===== src/rtl/mrmac_0_ctl_regs_axil.sv =====
// mrmac_0_ctl_regs_axil
// AXI4-Lite register bank owning the MRMAC example-design control plane:
// GT line rate / loopback, stretched GT reset pulses, per-port rate and
// segment configuration, trigger pulses, and synchronised reset-done status
// with sticky "done fell" flags.
// Optional feature: define MRMAC_CTL_STATUS_IRQ_EN to add the IRQEN register
// at 0x20 and the registered irq output.
module mrmac_0_ctl_regs_axil #(
    parameter logic [31:0] ID_VALUE         = 32'h4D52_0425,
    parameter int          RST_PULSE_CYCLES = 16,
    parameter int          SYNC_STAGES      = 2
) (
    input  logic        s_axi_aclk,
    input  logic        s_axi_areset,
    // AXI4-Lite write address / data / response
    input  logic [31:0] s_axi_awaddr,
    input  logic        s_axi_awvalid,
    output logic        s_axi_awready,
    input  logic [31:0] s_axi_wdata,
    input  logic [3:0]  s_axi_wstrb,
    input  logic        s_axi_wvalid,
    output logic        s_axi_wready,
    output logic [1:0]  s_axi_bresp,
    output logic        s_axi_bvalid,
    input  logic        s_axi_bready,
    // AXI4-Lite read address / data
    input  logic [31:0] s_axi_araddr,
    input  logic        s_axi_arvalid,
    output logic        s_axi_arready,
    output logic [31:0] s_axi_rdata,
    output logic [1:0]  s_axi_rresp,
    output logic        s_axi_rvalid,
    input  logic        s_axi_rready,
    // GT controls
    output logic [7:0]  gt_line_rate,
    output logic [2:0]  gt_loopback,
    output logic [3:0]  gt_reset_all_in,
    output logic [3:0]  gt_reset_tx_datapath_in,
    output logic [3:0]  gt_reset_rx_datapath_in,
    // Per-port controls
    output logic [2:0]  c0_top_ctl_data_rate,
    output logic [2:0]  c0_number_of_segments,
    output logic        c0_ten_gb_mode,
    output logic        c0_trig_in,
    output logic [2:0]  c1_top_ctl_data_rate,
    output logic [2:0]  c1_number_of_segments,
    output logic        c1_ten_gb_mode,
    output logic        c1_trig_in,
    output logic [2:0]  c2_top_ctl_data_rate,
    output logic [2:0]  c2_number_of_segments,
    output logic        c2_ten_gb_mode,
    output logic        c2_trig_in,
    output logic [2:0]  c3_top_ctl_data_rate,
    output logic [2:0]  c3_number_of_segments,
    output logic        c3_ten_gb_mode,
    output logic        c3_trig_in,
    // Miscellaneous
    output logic [2:0]  c0_top_ctl_muxes,
    output logic        c3_crc_fifo_reset,
`ifdef MRMAC_CTL_STATUS_IRQ_EN
    output logic        irq,
`endif
    input  logic [3:0]  stat_mst_reset_done
);

    localparam logic [7:0] PULSE_LOAD = 8'(RST_PULSE_CYCLES);

    localparam logic [5:0] IDX_CTRL    = 6'd0;
    localparam logic [5:0] IDX_GTRST   = 6'd1;
    localparam logic [5:0] IDX_PORTCFG = 6'd2;
    localparam logic [5:0] IDX_MISC    = 6'd3;
    localparam logic [5:0] IDX_TRIG    = 6'd4;
    localparam logic [5:0] IDX_STATUS  = 6'd5;
    localparam logic [5:0] IDX_SCRATCH = 6'd6;
    localparam logic [5:0] IDX_ID      = 6'd7;
`ifdef MRMAC_CTL_STATUS_IRQ_EN
    localparam logic [5:0] IDX_IRQEN   = 6'd8;
    localparam logic [5:0] LAST_IDX    = 6'd8;
`else
    localparam logic [5:0] LAST_IDX    = 6'd7;
`endif

    // Storage masks: bits outside these never hold a 1, so unused bits read 0
    localparam logic [31:0] CTRL_MASK    = 32'h0000_07FF;
    localparam logic [31:0] PORTCFG_MASK = 32'h7F7F_7F7F;
    localparam logic [31:0] MISC_MASK    = 32'h0000_0017;
`ifdef MRMAC_CTL_STATUS_IRQ_EN
    localparam logic [31:0] IRQEN_MASK   = 32'h0000_000F;
`endif

    // Expand byte strobes into a 32-bit bit mask
    function automatic logic [31:0] strb_mask(input logic [3:0] strb);
        return {{8{strb[3]}}, {8{strb[2]}}, {8{strb[1]}}, {8{strb[0]}}};
    endfunction

    // Byte-enabled merge of new write data into an existing register value
    function automatic logic [31:0] merge_bytes(input logic [31:0] old_val,
                                                input logic [31:0] new_val,
                                                input logic [3:0]  strb);
        logic [31:0] m;
        m = strb_mask(strb);
        return (old_val & ~m) | (new_val & m);
    endfunction

    // Handshake and decode signals
    logic        ready_en;
    logic        wr_hs;
    logic        rd_hs;
    logic [5:0]  wr_idx;
    logic [5:0]  rd_idx;
    logic        wr_ok;
    logic        rd_ok;
    logic        wr_hit;
    logic [31:0] wmask;
    logic        unused_addr_bits;

    // Register state
    logic [31:0] ctrl_q;
    logic [31:0] portcfg_q;
    logic [31:0] misc_q;
    logic [31:0] scratch_q;
    logic [3:0]  trig_q;
    logic [3:0]  sticky_q;
    logic [7:0]  pulse_cnt [12];
    logic [11:0] pulse_vec;
    logic [11:0] pulse_set;
    logic [3:0]  sticky_clr;
    logic [3:0]  sync_q [SYNC_STAGES];
    logic [3:0]  synced;
    logic [3:0]  done_prev_q;
    logic [3:0]  done_fell;
    logic [31:0] rd_val;
`ifdef MRMAC_CTL_STATUS_IRQ_EN
    logic [31:0] irqen_q;
    logic        irq_q;
`endif

    // The slave only accepts traffic once the clock has run with reset released,
    // so all ready outputs are low throughout reset.
    assign wr_hs         = ready_en & s_axi_awvalid & s_axi_wvalid & ~s_axi_bvalid;
    assign s_axi_awready = wr_hs;
    assign s_axi_wready  = wr_hs;
    assign s_axi_arready = ready_en & ~s_axi_rvalid;
    assign rd_hs         = s_axi_arvalid & s_axi_arready;

    assign wr_idx = s_axi_awaddr[7:2];
    assign rd_idx = s_axi_araddr[7:2];
    assign wr_ok  = (s_axi_awaddr[31:8] == 24'd0) && (wr_idx <= LAST_IDX);
    assign rd_ok  = (s_axi_araddr[31:8] == 24'd0) && (rd_idx <= LAST_IDX);
    assign wr_hit = wr_hs & wr_ok;
    assign wmask  = strb_mask(s_axi_wstrb);

    assign unused_addr_bits = ^{s_axi_awaddr[1:0], s_axi_araddr[1:0]};

    // Write-1-pulse and write-1-clear strobes, byte-enabled
    assign pulse_set  = (wr_hit && wr_idx == IDX_GTRST)  ? (s_axi_wdata[11:0] & wmask[11:0]) : 12'd0;
    assign sticky_clr = (wr_hit && wr_idx == IDX_STATUS) ? (s_axi_wdata[7:4] & wmask[7:4])   : 4'd0;

    assign synced    = sync_q[SYNC_STAGES-1];
    assign done_fell = done_prev_q & ~synced;

    // Track release of reset so the ready outputs stay low while in reset
    always_ff @(posedge s_axi_aclk or posedge s_axi_areset) begin
        if (s_axi_areset) ready_en <= 1'b0;
        else              ready_en <= 1'b1;
    end

    // Read/write control registers with byte enables
    always_ff @(posedge s_axi_aclk or posedge s_axi_areset) begin
        if (s_axi_areset) begin
            ctrl_q    <= '0;
            portcfg_q <= '0;
            misc_q    <= '0;
            scratch_q <= '0;
`ifdef MRMAC_CTL_STATUS_IRQ_EN
            irqen_q   <= '0;
`endif
        end else if (wr_hit) begin
            case (wr_idx)
                IDX_CTRL:    ctrl_q    <= merge_bytes(ctrl_q, s_axi_wdata, s_axi_wstrb) & CTRL_MASK;
                IDX_PORTCFG: portcfg_q <= merge_bytes(portcfg_q, s_axi_wdata, s_axi_wstrb) & PORTCFG_MASK;
                IDX_MISC:    misc_q    <= merge_bytes(misc_q, s_axi_wdata, s_axi_wstrb) & MISC_MASK;
                IDX_SCRATCH: scratch_q <= merge_bytes(scratch_q, s_axi_wdata, s_axi_wstrb);
`ifdef MRMAC_CTL_STATUS_IRQ_EN
                IDX_IRQEN:   irqen_q   <= merge_bytes(irqen_q, s_axi_wdata, s_axi_wstrb) & IRQEN_MASK;
`endif
                default: ;
            endcase
        end
    end

    // GT reset stretchers: load on write-1 (reload extends an active pulse), count down to 0
    always_ff @(posedge s_axi_aclk or posedge s_axi_areset) begin
        if (s_axi_areset) begin
            for (int i = 0; i < 12; i++) pulse_cnt[i] <= 8'd0;
        end else begin
            for (int i = 0; i < 12; i++) begin
                if (pulse_set[i])             pulse_cnt[i] <= PULSE_LOAD;
                else if (pulse_cnt[i] != 8'd0) pulse_cnt[i] <= pulse_cnt[i] - 8'd1;
            end
        end
    end

    // Pulse outputs are high whenever their counter is non-zero
    always_comb begin
        pulse_vec = '0;
        for (int i = 0; i < 12; i++) pulse_vec[i] = (pulse_cnt[i] != 8'd0);
    end

    // Trigger pulses last exactly the cycle after the write handshake
    always_ff @(posedge s_axi_aclk or posedge s_axi_areset) begin
        if (s_axi_areset)                        trig_q <= '0;
        else if (wr_hit && wr_idx == IDX_TRIG)   trig_q <= s_axi_wdata[3:0] & wmask[3:0];
        else                                     trig_q <= '0;
    end

    // Synchronise reset-done status into the register clock domain
    always_ff @(posedge s_axi_aclk or posedge s_axi_areset) begin
        if (s_axi_areset) begin
            for (int i = 0; i < SYNC_STAGES; i++) sync_q[i] <= '0;
        end else begin
            sync_q[0] <= stat_mst_reset_done;
            for (int i = 1; i < SYNC_STAGES; i++) sync_q[i] <= sync_q[i-1];
        end
    end

    // Edge-detect flop and sticky "done fell" flags; a new fall beats a same-cycle clear
    always_ff @(posedge s_axi_aclk or posedge s_axi_areset) begin
        if (s_axi_areset) begin
            done_prev_q <= '0;
            sticky_q    <= '0;
        end else begin
            done_prev_q <= synced;
            sticky_q    <= (sticky_q & ~sticky_clr) | done_fell;
        end
    end

`ifdef MRMAC_CTL_STATUS_IRQ_EN
    // Interrupt is a registered OR of enabled sticky flags
    always_ff @(posedge s_axi_aclk or posedge s_axi_areset) begin
        if (s_axi_areset) irq_q <= 1'b0;
        else              irq_q <= |(sticky_q & irqen_q[3:0]);
    end
    assign irq = irq_q;
`endif

    // Read data multiplexer; sees register state before any same-cycle write
    always_comb begin
        rd_val = 32'd0;
        case (rd_idx)
            IDX_CTRL:    rd_val = ctrl_q;
            IDX_GTRST:   rd_val = {20'd0, pulse_vec};
            IDX_PORTCFG: rd_val = portcfg_q;
            IDX_MISC:    rd_val = misc_q;
            IDX_TRIG:    rd_val = 32'd0;
            IDX_STATUS:  rd_val = {24'd0, sticky_q, synced};
            IDX_SCRATCH: rd_val = scratch_q;
            IDX_ID:      rd_val = ID_VALUE;
`ifdef MRMAC_CTL_STATUS_IRQ_EN
            IDX_IRQEN:   rd_val = irqen_q;
`endif
            default:     rd_val = 32'd0;
        endcase
    end

    // Write response channel: one outstanding write, held until bready
    always_ff @(posedge s_axi_aclk or posedge s_axi_areset) begin
        if (s_axi_areset) begin
            s_axi_bvalid <= 1'b0;
            s_axi_bresp  <= 2'b00;
        end else if (wr_hs) begin
            s_axi_bvalid <= 1'b1;
            s_axi_bresp  <= wr_ok ? 2'b00 : 2'b10;
        end else if (s_axi_bready) begin
            s_axi_bvalid <= 1'b0;
        end
    end

    // Read data channel: data captured at the handshake and held until rready
    always_ff @(posedge s_axi_aclk or posedge s_axi_areset) begin
        if (s_axi_areset) begin
            s_axi_rvalid <= 1'b0;
            s_axi_rdata  <= 32'd0;
            s_axi_rresp  <= 2'b00;
        end else if (rd_hs) begin
            s_axi_rvalid <= 1'b1;
            s_axi_rdata  <= rd_ok ? rd_val : 32'd0;
            s_axi_rresp  <= rd_ok ? 2'b00 : 2'b10;
        end else if (s_axi_rready) begin
            s_axi_rvalid <= 1'b0;
        end
    end

    assign gt_line_rate            = ctrl_q[7:0];
    assign gt_loopback             = ctrl_q[10:8];
    assign gt_reset_all_in         = pulse_vec[3:0];
    assign gt_reset_tx_datapath_in = pulse_vec[7:4];
    assign gt_reset_rx_datapath_in = pulse_vec[11:8];

    assign c0_top_ctl_data_rate  = portcfg_q[2:0];
    assign c0_number_of_segments = portcfg_q[5:3];
    assign c0_ten_gb_mode        = portcfg_q[6];
    assign c1_top_ctl_data_rate  = portcfg_q[10:8];
    assign c1_number_of_segments = portcfg_q[13:11];
    assign c1_ten_gb_mode        = portcfg_q[14];
    assign c2_top_ctl_data_rate  = portcfg_q[18:16];
    assign c2_number_of_segments = portcfg_q[21:19];
    assign c2_ten_gb_mode        = portcfg_q[22];
    assign c3_top_ctl_data_rate  = portcfg_q[26:24];
    assign c3_number_of_segments = portcfg_q[29:27];
    assign c3_ten_gb_mode        = portcfg_q[30];

    assign c0_trig_in = trig_q[0];
    assign c1_trig_in = trig_q[1];
    assign c2_trig_in = trig_q[2];
    assign c3_trig_in = trig_q[3];

    assign c0_top_ctl_muxes  = misc_q[2:0];
    assign c3_crc_fifo_reset = misc_q[4];

endmodule


===== config.mk =====
export PLATFORM = sky130hd
export DESIGN_NAME = mrmac_0_ctl_regs_axil
export DESIGN_NICKNAME = d
export VERILOG_FILES = /design/src/rtl/mrmac_0_ctl_regs_axil.sv
export SDC_FILE = /design/constraint.sdc
export NUM_CORES = 1
export LEC_CHECK = 0
export ABC_AREA = 1
export CAP_MARGIN = 25
export CORE_ASPECT_RATIO = 0.7
export CORE_MARGIN = 2
export CORE_UTILIZATION = 48
export DETAILED_ROUTE_END_ITERATION = 7
export PLACE_DENSITY = 0.82
export REMOVE_ABC_BUFFERS = 1
export SYNTH_ARGS = -nofsm -noshare
export SYNTH_HDL_FRONTEND = slang
export SYNTH_SLANG_ARGS = --single-unit

===== constraint.sdc =====
create_clock -name s_axi_aclk -period 7.6 [get_ports s_axi_aclk]
set_clock_uncertainty 0.2 [all_clocks]
set_input_delay 1.52 -clock s_axi_aclk [delete_from_list [all_inputs] [get_ports s_axi_aclk]]
set_output_delay 1.52 -clock s_axi_aclk [all_outputs]
set_load 0.03 [all_outputs]

Word-level counts from Yosys, hierarchy flattened
Index checks and enable logic that the tools add are counted.
{ "totals": {"register_bits": 230, "in_bits": 111, "out_inout_bits": 100} }
{ "classes": {"add_sub_neg": 12, "order_cmp": 2, "n_eq_ne": 12, "muxes": 35, "n_bitwise": 26, "n_reduce_logical": 39} }
{ "op_table": {"columns": ["op", "n"], "rows": [
  ["$pmux W32 S7", 1],
  ["$mux W8", 24],
  ["$reduce_bool A8 Y1", 12],
  ["$sub A8 B1 Y8 const B", 12],
  ["$and A32 B32 Y32", 2],
  ["$logic_not A24 Y1", 2],
  ["$eq A6 B3 Y1 const B", 6],
  ["$mux W32", 1],
  ["$not A32 Y32", 1],
  ["$or A32 B32 Y32", 1],
  ["$and A31 B31 Y31", 1],
  ["$or A31 B31 Y31", 1],
  ["$reduce_bool A2 Y1", 14],
  ["$eq A6 B2 Y1 const B", 4],
  ["$and A4 B4 Y4", 4],
  ["$and A12 B12 Y12", 1],
  ["$eq A6 B1 Y1 const B", 2],
  ["$le A6 B3 Y1 const B", 2],
  ["$logic_not A6 Y1", 2],
  ["$mux W12", 1],
  ["$and A11 B11 Y11", 1],
  ["$or A11 B11 Y11", 1],
  ["$mux W4", 2],
  ["$not A4 Y4", 2],
  ["other kinds (9)", 26]
]} }

Depth between registers and ports, before layout
{ "logic_depth": {"ltp_word": 9, "ltp_mapped": 11} }

Least setup slack after synthesis
Ideal clock, no wire load.
{ "synth_path": {"kind": "input -> output", "startpoint": "in s_axi_awvalid", "endpoint": "out s_axi_wready", "arrival_ps": 2147, "required_time_ps": 5880, "slack_ps": 3733, "stages": 3, "n_path_buf": 1, "path_cell_list": "nand2_1 nor2_2 buf_4"} }
{ "synth_between": {"elab_chain_cells": 3} }
{ "synth_lines": {"columns": ["element", "line_no", "rtl"], "rows": [
  ["from (decl)", "17", "input logic s_axi_awvalid,"],
  ["$and A1 B1 Y1 (3 in series)", "140", "assign wr_hs = ready_en & s_axi_awvalid & s_axi_wvalid & ~s_axi_bvalid;"],
  ["to (decl)", "22", "output logic s_axi_wready,"]
]} }
No other way between the ends.

Worst setup path after layout
Ends and elaborated chain as after synthesis.

==> flow_summary.ini <==
[run_status]
status = completed

[worst_setup_path]
cpMaxStageDelayCell = clkdlybuf4s50_1
critPathLaunch = s_axi_awvalid
critical-path-top-delay-family = buffers and inverters
r2r-start = s_axi_bvalid
end_kind = output port
cp.arrival_ps = 2980
worstSetupPathDepth = 4
critPathCapture = s_axi_wready
reg2reg_depth = 8
cp_num_buf_inv = 2
crit_type = in -> out
crit_top_cell = clkdlybuf4s50_1
cp-start-kind = input port
crit_fanout = 4
crit_chain = clkdlybuf4s50_1 > nand2_1 > nor2_2 > clkdlybuf4s50_1
required_ps = 5880
max_stage_delay_ps = 710
rrSetupSlack_ps = 4860

[floorplanning]
die_w_um = 193.0
rows = 48
coreArea_sq_um = 24620
die_height_um = 136.3
io-pin-count = 211
die_area_sq_um = 26300
initial_core_util = 0.4872

[clock_tree]
path_clk_slew_ps = 60
clock_latency_ps = 530
cts_buffers = 23
numClockSinks = 228
cts_hold_buf = 0
cts_root_buf = clkbuf_16
h-tree-depth = 1
tritoncts = done
cts_setup_buffers = 0
clk_path_buf_depth = 3
ctsResizeCount = 0

[synthesis]
synth_top_area_frac = 0.4755
synth_seq_cells = 228
synth_cell_types = 35
synth.most_common_cell = nand2_1
post-synth-top-area-cell = dfrtp_1
yosysSeqAreaShare = 0.4755
synthArstFlopShare = 1.000
syn_area_per_cell_sq_um = 7.356
synth_warnings = 0
synth_cells = 1631
synth_area_leaders = dfrtp_1 48%, nand2_1 18%, inv_1 8.2%
synth_top_flop_cell = dfrtp_1
synth_edf_count = 0
synthTopCellsByCount = 561 x nand2_1, 263 x inv_1, 228 x dfrtp_1, 171 x nand3_1, 162 x nor2_1
syn_area_sq_um = 12000

[place]
numPortBuffers = 204
gp_congestion = 0.8814
dp_hpwl_um = 23910
placed_area_sq_um = 14360

[global_route]
antenna_found_initial = 0
grt_pass1_vias = 10766
grt_pass1_wl_um = 53880
grt_max_degree = 110
grt_overflow = 0
grtUsageTotal = 0.2596

[pwr]
power.density_nw_per_um2 = 172.4
ir_drop_mv = 0.1538
power.leakage_nw = 8.368

[cells_and_area]
num_antenna_cells = 0
n_fill_cell = 2131
final_util = 0.6167
nNetsFinal = 1976
area_growth_pct = 26.57
final_cell_area_sq_um = 15190
layout-drive-gt1-share = 0.04252

[timing]
final_hold_viol_count = 0
tightest_slew_ps = 893.6
finalMaxSlewViolations = 0
max_freq_mhz = 212.9
finalCriticalPeriod_ps = 4698
finalCritPeriodShare = 0.6182
slew_headroom = 0.4021
grt_setup_unrepaired = false
hold_slack_ps = 160.2
setup_viol = 0

[drt]
drc = 0
post_drt_via_cell_ratio = 5.162
wl_per_cell_um = 15.43
drt-total-wl_um = 33680
vias = 11268
dr.first_iter.drc_count = 799
antenna_left = 0
firstDrtPassIters = 5

[worst_hold_path]
holdCritPathClass = reg -> reg

[run]
maxCapViolCount = 0
[per-layer routing]
layer | vias to the layer above | share of wire | GRT usage
li1 | 5476 | - | -
met1 | 5271 | 0.43 | 0.3534
met2 | 438 | 0.45 | 0.4084
met3 | 83 | 0.088 | 0.05782
met4 | 0 | 0.033 | 0.09554
met5 | - | 0 | 0
[logic make-up (layout without fill, tap and decap cells)]
group | after synthesis | in the layout | synth area share
other | 2 | 3 | 0.0006260
and+or+nand+nor | 983 | 983 | 0.3487
DFF | 228 | 228 | 0.4755
buffers and inverters | 297 | 523 | 0.09824
xor gates and xnor gates | 21 | 21 | 0.01533
adders and majority gates | 24 | 24 | 0.02503
AOI/OAI and AO/OA | 76 | 76 | 0.03650
[layout make-up]
class	count	area (sq um)	share of cell area
Clock inverter	11	140.1	0.009228
Tap cell	325	406.6	0.02678
Clock buffer	31	665.6	0.04383
Sequential cell	228	5705	0.3757
Timing Repair Buffer	217	2147	0.1414
Inverter	264	998.5	0.06575
Multi-Input combinational cell	1107	5122	0.3373
[per-stage QoR]
step                      total power, mW  setup TNS (ps)  instances  setup slack, ps
after floorplan                     1.322          -83880       1599           -367.9
after global placement              1.422               0       2139             2933
after detailed placement            1.426               0       2139             2917
after CTS                           2.631               0       2181             2917
after global routing                2.703               0       2183             2856
final                               2.617               0       2183             2902
[placed cells by master (no fill, tap or decap), types with 2 or more instances in the layout]
master,n
nand2_1,561
inv_1,262
dfrtp_1,228
clkdlybuf4s50_1,204
nand3_1,171
nor2_1,160
nand4_1,47
o21ai_0,35
ha_1,24
a21oi_1,23
clkbuf_16,23
xor2_1,21
buf_4,12
nor3_1,11
nor2_2,10
a22o_1,10
nand3b_2,7
clkbuf_8,6
nand3b_1,5
clkinv_2,5
nor2_4,3
conb_1,3
bufinv_16,3
nor3b_1,2
a22oi_1,2
nand4_2,2
clkbuf_1,2
[worst min path at each step]
stage          cells past startpoint      start  slack (ps)        end
2_1_floorplan                      0  sync_q[4]         130  synced[0]
4_1_cts                            0  sync_q[5]         170  synced[1]
5_1_grt                            0  sync_q[5]         180  synced[1]
6_report                           0  sync_q[5]         160  synced[1]
3_5_place_dp                       0  sync_q[5]         150  synced[1]
3_3_place_gp                       0  sync_q[6]         140  synced[2]
[worst reg2reg max path, stage by stage, from the launching register on]
cell     delay [ps]
dfrtp_1         380
inv_1            80
nand4_1         140
nor2_1          170
nand2_1         100
nor2_4          530
nand4_1         680
nand2_1         250
nand2_1          80
[where the power goes]
part / total (mW) / internal [mW] / switching [mW]
Sequential: 1.22 / 1.22 / 0.00376
Combinational: 0.180 / 0.0755 / 0.104
Clock: 1.21 / 0.718 / 0.496
Total: 2.62 / 2.01 / 0.603
Power figures use the tool's default switching activity.
